--- config.mk ---
export PLATFORM = sky130hd
export DESIGN_NAME = riscorvo_mem_arbiter
export DESIGN_NICKNAME = d
export VERILOG_FILES = /design/src/rtl/riscorvo_arb_pkg.sv /design/src/rtl/riscorvo_arb_timer.sv /design/src/rtl/riscorvo_mem_arbiter.sv
export SDC_FILE = /design/constraint.sdc
export NUM_CORES = 1
export LEC_CHECK = 0
export BUFFER_PORTS_ARGS = -buffer_cell sky130_fd_sc_hd__buf_2
export CAP_MARGIN = 20
export CORE_AREA = 2 2 106 108
export DETAILED_ROUTE_END_ITERATION = 10
export DIE_AREA = 0 0 108 110
export GPL_TIMING_DRIVEN = 0
export PLACE_DENSITY = 0.59
export SLEW_MARGIN = 20
export SYNTH_ARGS = -nofsm -noshare
export SYNTH_HDL_FRONTEND = slang
export SYNTH_SLANG_ARGS = --single-unit
--- constraint.sdc ---
create_clock -name clk -period 2.05 [get_ports clk]
set_input_delay 0.205 -clock clk [delete_from_list [all_inputs] [get_ports clk]]
set_output_delay 0.205 -clock clk [all_outputs]
set_load 0.01 [all_outputs]
--- src/rtl/riscorvo_arb_pkg.sv ---
// rtl/riscorvo_arb_pkg.sv - shared types and constants for the riscorvo memory arbiter
//
// Purpose : FSM state encoding, requester identifiers and the default
//           memory-wait timeout used by riscorvo_mem_arbiter and its timer.
// Ports   : none (package).
package riscorvo_arb_pkg;

   localparam int unsigned ARB_TIMEOUT_DEFAULT = 255;

   typedef enum logic [1:0] {
      ARB_IDLE    = 2'd0,
      ARB_GRANT_I = 2'd1,
      ARB_GRANT_D = 2'd2
   } arb_state_t;

   typedef enum logic {
      REQ_INSTR = 1'b0,
      REQ_DATA  = 1'b1
   } req_id_t;

   // Map a requester to the grant state that serves it.
   function automatic arb_state_t grant_of(input req_id_t id);
      return (id == REQ_DATA) ? ARB_GRANT_D : ARB_GRANT_I;
   endfunction

endpackage

--- src/rtl/riscorvo_arb_timer.sv ---
// rtl/riscorvo_arb_timer.sv - memory-wait counter with timeout compare
//
// Purpose : counts cycles a granted transaction waits on memory and flags
//           when the count reaches TIMEOUT_CYCLES.
// Ports   : clk, reset_n   - clock, asynchronous active-low reset
//           clear          - return the count to zero (has priority)
//           count_en       - advance the count by one this cycle
//           expired        - count equals TIMEOUT_CYCLES
module riscorvo_arb_timer
   import riscorvo_arb_pkg::*;
#(
   parameter int unsigned TIMEOUT_CYCLES = ARB_TIMEOUT_DEFAULT
) (
   input  logic clk,
   input  logic reset_n,
   input  logic clear,
   input  logic count_en,
   output logic expired
);

   localparam int unsigned CNT_W = (TIMEOUT_CYCLES < 1) ? 1 : $clog2(TIMEOUT_CYCLES + 1);
   localparam logic [CNT_W-1:0] LIMIT = CNT_W'(TIMEOUT_CYCLES);

   logic [CNT_W-1:0] cnt;

   // Saturate at LIMIT so the compare cannot wrap if clear is late.
   always_ff @(posedge clk or negedge reset_n) begin
      if (!reset_n) begin
         cnt <= '0;
      end else if (clear) begin
         cnt <= '0;
      end else if (count_en && (cnt != LIMIT)) begin
         cnt <= cnt + 1'b1;
      end
   end

   assign expired = (cnt == LIMIT);

endmodule

--- src/rtl/riscorvo_mem_arbiter.sv ---
// rtl/riscorvo_mem_arbiter.sv - two-requester arbiter onto a single memory port
//
// Purpose : shares one memory port between instruction fetch and load/store.
//           Requests are arbitrated in IDLE, the winner's signals are passed
//           straight through while granted, and a stalled transaction is
//           aborted after TIMEOUT_CYCLES wait cycles.
//           Build option RISCORVO_ARB_ROUND_ROBIN_EN: simultaneous requests
//           alternate between requesters; otherwise the data port always wins.
// Ports   : clk, reset_n                        - clock, async active-low reset
//           valid/addr_instr_i, ready/data_instr_o - fetch requester
//           valid/addr/write_data/read_write/mask_data_i,
//           ready_data_o, read_data_o          - load/store requester
//           valid/addr/write_data/read_write/mask_mem_o,
//           ready_mem_i, read_data_mem_i       - shared memory port
//           timeout_o                          - pulse on aborted transaction
module riscorvo_mem_arbiter
   import riscorvo_arb_pkg::*;
#(
   parameter int unsigned TIMEOUT_CYCLES = ARB_TIMEOUT_DEFAULT,
   parameter int unsigned ADDR_W         = 32
) (
   input  logic              clk,
   input  logic              reset_n,
   input  logic              valid_instr_i,
   input  logic [ADDR_W-1:0] addr_instr_i,
   output logic              ready_instr_o,
   output logic [31:0]       data_instr_o,
   input  logic              valid_data_i,
   input  logic [ADDR_W-1:0] addr_data_i,
   input  logic [31:0]       write_data_i,
   input  logic              read_write_i,
   input  logic [3:0]        mask_data_i,
   output logic              ready_data_o,
   output logic [31:0]       read_data_o,
   output logic              valid_mem_o,
   output logic [ADDR_W-1:0] addr_mem_o,
   output logic [31:0]       write_data_mem_o,
   output logic              read_write_mem_o,
   output logic [3:0]        mask_mem_o,
   input  logic              ready_mem_i,
   input  logic [31:0]       read_data_mem_i,
   output logic              timeout_o
);

   arb_state_t state;
   arb_state_t state_nxt;
   req_id_t    both_winner;

   logic is_gi;
   logic is_gd;
   logic gvalid;
   logic other_valid;
   logic expired;
   logic abort;
   logic done;

   assign is_gi = (state == ARB_GRANT_I);
   assign is_gd = (state == ARB_GRANT_D);

   assign gvalid      = (is_gi & valid_instr_i) | (is_gd & valid_data_i);
   assign other_valid = (is_gi & valid_data_i)  | (is_gd & valid_instr_i);

   // Abort wins over a same-cycle memory ready: valid_mem_o is already low then.
   assign abort = gvalid & expired;
   assign done  = gvalid & ready_mem_i & ~abort;

   riscorvo_arb_timer #(
      .TIMEOUT_CYCLES(TIMEOUT_CYCLES)
   ) u_timer (
      .clk     (clk),
      .reset_n (reset_n),
      .clear   (~gvalid | done | abort),
      .count_en(gvalid & ~ready_mem_i),
      .expired (expired)
   );

`ifdef RISCORVO_ARB_ROUND_ROBIN_EN
   req_id_t last_served;

   always_ff @(posedge clk or negedge reset_n) begin
      if (!reset_n) begin
         last_served <= REQ_INSTR;
      end else if (done || abort) begin
         last_served <= is_gd ? REQ_DATA : REQ_INSTR;
      end
   end

   assign both_winner = (last_served == REQ_INSTR) ? REQ_DATA : REQ_INSTR;
`else
   assign both_winner = REQ_DATA;
`endif

   // A requester sees ready in the same cycle it is served, so its valid is
   // still high at the completion edge; staying granted and releasing on the
   // following cycle (valid low) is what returns an idle requester to IDLE.
   always_comb begin
      state_nxt = state;
      case (state)
         ARB_IDLE: begin
            if (valid_instr_i && valid_data_i) begin
               state_nxt = grant_of(both_winner);
            end else if (valid_data_i) begin
               state_nxt = ARB_GRANT_D;
            end else if (valid_instr_i) begin
               state_nxt = ARB_GRANT_I;
            end
         end
         ARB_GRANT_I, ARB_GRANT_D: begin
            if (!gvalid || abort) begin
               state_nxt = ARB_IDLE;
            end else if (done && other_valid) begin
               state_nxt = is_gi ? ARB_GRANT_D : ARB_GRANT_I;
            end
         end
         default: state_nxt = ARB_IDLE;
      endcase
   end

   always_ff @(posedge clk or negedge reset_n) begin
      if (!reset_n) begin
         state <= ARB_IDLE;
      end else begin
         state <= state_nxt;
      end
   end

   // Memory port mirrors the granted requester; instruction fetch is a full-word read.
   assign valid_mem_o      = gvalid & ~abort;
   assign addr_mem_o       = is_gi ? addr_instr_i : (is_gd ? addr_data_i : '0);
   assign write_data_mem_o = is_gd ? write_data_i : 32'h0;
   assign read_write_mem_o = is_gd & read_write_i;
   assign mask_mem_o       = is_gi ? 4'hF : (is_gd ? mask_data_i : 4'h0);

   assign ready_instr_o = is_gi & (done | abort);
   assign data_instr_o  = (is_gi & done) ? read_data_mem_i : 32'h0;
   assign ready_data_o  = is_gd & (done | abort);
   assign read_data_o   = (is_gd & done) ? read_data_mem_i : 32'h0;
   assign timeout_o     = abort;

endmodule

==> results.json <==
{
  "outcome": "finished, violations left",
  "violations": "negative setup slack",
  "start_util_pct": 15.70,
  "worstSetupPathType": "reg -> out",
  "synth_fa_ha_area_share_pct": 3.726,
  "required_ps": 1850,
  "syn_inst": 223,
  "antennaDiodeCount": 0,
  "synth_xor_area_share_pct": 3.130,
  "synth_simple_gate_area_share_pct": 46.87,
  "busiest_layer": "met2",
  "drv_cap": 0,
  "crit_path_end_kind": "primary output",
  "slew_headroom_pct": 78.38,
  "use_met1_pct": 15.48,
  "cts.path.max_buffers": 2,
  "groute.usage.overall_pct": 12.62,
  "cp-start-kind": "flop",
  "globalRouteMet3Util_pct": 0.8818,
  "p_total_mw": 2.755,
  "syn_area_um2": 1679,
  "synth.area.mux_share_pct": 1.341,
  "antenna_found_initial": 0,
  "die_h_um": 110,
  "drt_iter0_drc": 135,
  "layout_commonest_cell": "buf_2",
  "ys_async_sr_fraction_pct": 100.0,
  "drcViolationCount": 0,
  "setup_viol": 2,
  "yosysUniqueCellTypes": 23,
  "met2_usage_pct": 23.94,
  "layout_common_cells": "244 x buf_2, 62 x and2_1, 48 x buf_6",
  "overflow": 0,
  "powerDensity_nw_per_um2": 720.7,
  "num_io_pins": 275,
  "hp-class": "in -> async",
  "clkSlewWorstSetupHoldPaths_ps": 50,
  "area_growth_pct": 127.6,
  "die_w_um": 108,
  "fillers": 1110,
  "nets": 663,
  "grt_pass1_wl_um": 12080,
  "period_share_pct": 100.4,
  "ir_drop_mv": 0.5119,
  "worstPathArrival_ps": 1850,
  "cp_max_fo": 10,
  "post-route-min-period_ps": 2057,
  "cts_tree": "yes",
  "synth_edf_count": 0,
  "routed_wl_um": 9158,
  "postSynthAreaPerCell_um2": 7.530,
  "fp-row-count": 38,
  "synth_warnings": 0,
  "io_buffers": 274,
  "drv_slew": 0,
  "dr_total_vias": 2787,
  "fin_ws_ps": -7.342,
  "fmax_ghz": 0.4861,
  "cts_made_buffers": 3,
  "htree_levels": 1,
  "final_hold_viol_count": 0,
  "final_util_pct": 35.73,
  "finalNonFillerCells": 659,
  "root_buffer": "clkbuf_8",
  "insertion_delay_ps": 240,
  "worst_slew_pin_slew_ps": 324.3,
  "p_leak_nw": 2.265,
  "viasPerCell": 4.229,
  "dp_hpwl_um": 7412,
  "ys_seq_elements": 10,
  "skew_ps": 5.268,
  "r2r-end": "state[0]$_DFFE_PN0P_",
  "core_area_um2": 10700,
  "dp_cells": 637,
  "r2r_cells": 8,
  "r2r_slack_ps": 140,
  "ant_nets": 0,
  "wl_per_cell_um": 13.90,
  "cts_sinks": 10,
  "worst_hold_slack_ps": 361.0,
  "dp_slack_ps": -96.60,
  "ys.flop_type": "dfrtp_1",
  "syn_nets": 366,
  "globalplace.congestion": 0.7147,
  "reg2reg_from": "state[0]$_DFFE_PN0P_",
  "ys_seq_area_share_pct": 14.90,
  "grt_pass1_vias": 2498,
  "drive_gt1_share_pct": 70.33,
  "drtPass1Iterations": 4,
  "synth_compound_area_share_pct": 21.83,
  "rsz0062_at_grt": "yes",
  "synth_top_family_by_area": "simple AND/OR/NAND/NOR gates",
  "die_area_um2": 11880,
  "grt_max_degree": 11
}
==> worst max-delay path by stage <==
stage	start	end	slack (ps)	depth (start not counted)
finish	state[0]$_DFFE_PN0P_	data_instr_o[11]	-7	8
global route	state[0]$_DFFE_PN0P_	data_instr_o[11]	-80	8
CTS	state[0]$_DFFE_PN0P_	read_data_o[20]	-40	8
detailed placement	state[0]$_DFFE_PN0P_	read_data_o[30]	-100	8
global placement	state[0]$_DFFE_PN0P_	read_data_o[29]	-40	8
floorplan	state[0]$_DFFE_PN0P_	data_instr_o[10]	260	7
==> power by group <==
group / internal [mW] / total [mW] / switching, mW / leakage, nW
logic: 1.13 / 2.25 / 1.13 / 2.10
registers: 0.223 / 0.253 / 0.0297 / 0.134
clock network: 0.169 / 0.248 / 0.0794 / 0.0288
==> registers in the layout (all words and copies together) (netlist names) <==
| name | flops |
|---|---|
| u_timer.cnt | 8 |
| state | 2 |
==> final cells by class <==
type                            instances  area (um2)  area share, %
Clock buffer                            4       55.05          1.440
Buffer                                 18       147.6          3.863
Tap cell                              140       175.2          4.583
Timing Repair Buffer                  292        1733          45.34
Sequential cell                        10       252.7          6.612
Multi-Input combinational cell        189        1434          37.51
Inverter                                6       25.02         0.6547
==> cell usage after synthesis, drive strengths merged (2+ instances only) <==
cell type   n  area, um2
nor2       15      56.30
nand3       4      20.02
xnor2       4      35.03
inv         6      22.52
mux2        2      22.52
ha          5      62.56
and2       98      613.1
buf         8      77.57
a22o       34      297.8
nand2b      2      12.51
and3        2      22.52
clkbuf     10      37.54
a21oi       2      10.01
o2111ai     2      17.52
nand2      12      45.04
dfrtp      10      250.2
xor2        2      17.52
==> logic make-up (layout without fill, tap and decap cells) <==
| family | after synthesis | in the layout |
|---|---|---|
| AO/OA/AOI/OAI | 41 | 41 |
| XOR/XNOR | 6 | 6 |
| adder cells (fa/ha/maj) | 5 | 5 |
| buffers and inverters | 24 | 320 |
| flip-flops | 10 | 10 |
| multiplexers | 2 | 2 |
| AND/OR/NAND/NOR | 135 | 135 |
==> critical path, cell delays in order, from the launching register on <==
cell and delay (ps):
dfrtp_2 400, inv_2 60, ha_4 170, a22o_4 250, o21a_4 120, and3_4 190, buf_6 130, and2_1 150
buf_2 140
==> metal layers <==
layer	share of wire (%)	up-vias
li1	-	1336
met1	39	1265
met2	52	182
met3	8.3	4
met4	0.72	0
met5	0	-
==> per-stage QoR <==
step | area [um2] | TNS, ps
5_1_grt | 3822 | -3735
2_1_floorplan | 1679 | 0
3_5_place_dp | 3226 | -1998
6_report | 3822 | -10.09
3_3_place_gp | 3226 | -83.94
4_1_cts | 3560 | -1428
==> repair_timing <==
item,CTS,global route
pin swaps,19,10
hold buffers,1,0
hold endpoints to repair,10,0
setup buffers,7,4
endpoints found under the setup margin,124,121
cloned,2,4
resized for setup,55,63
(Power assumes the default switching activity.)
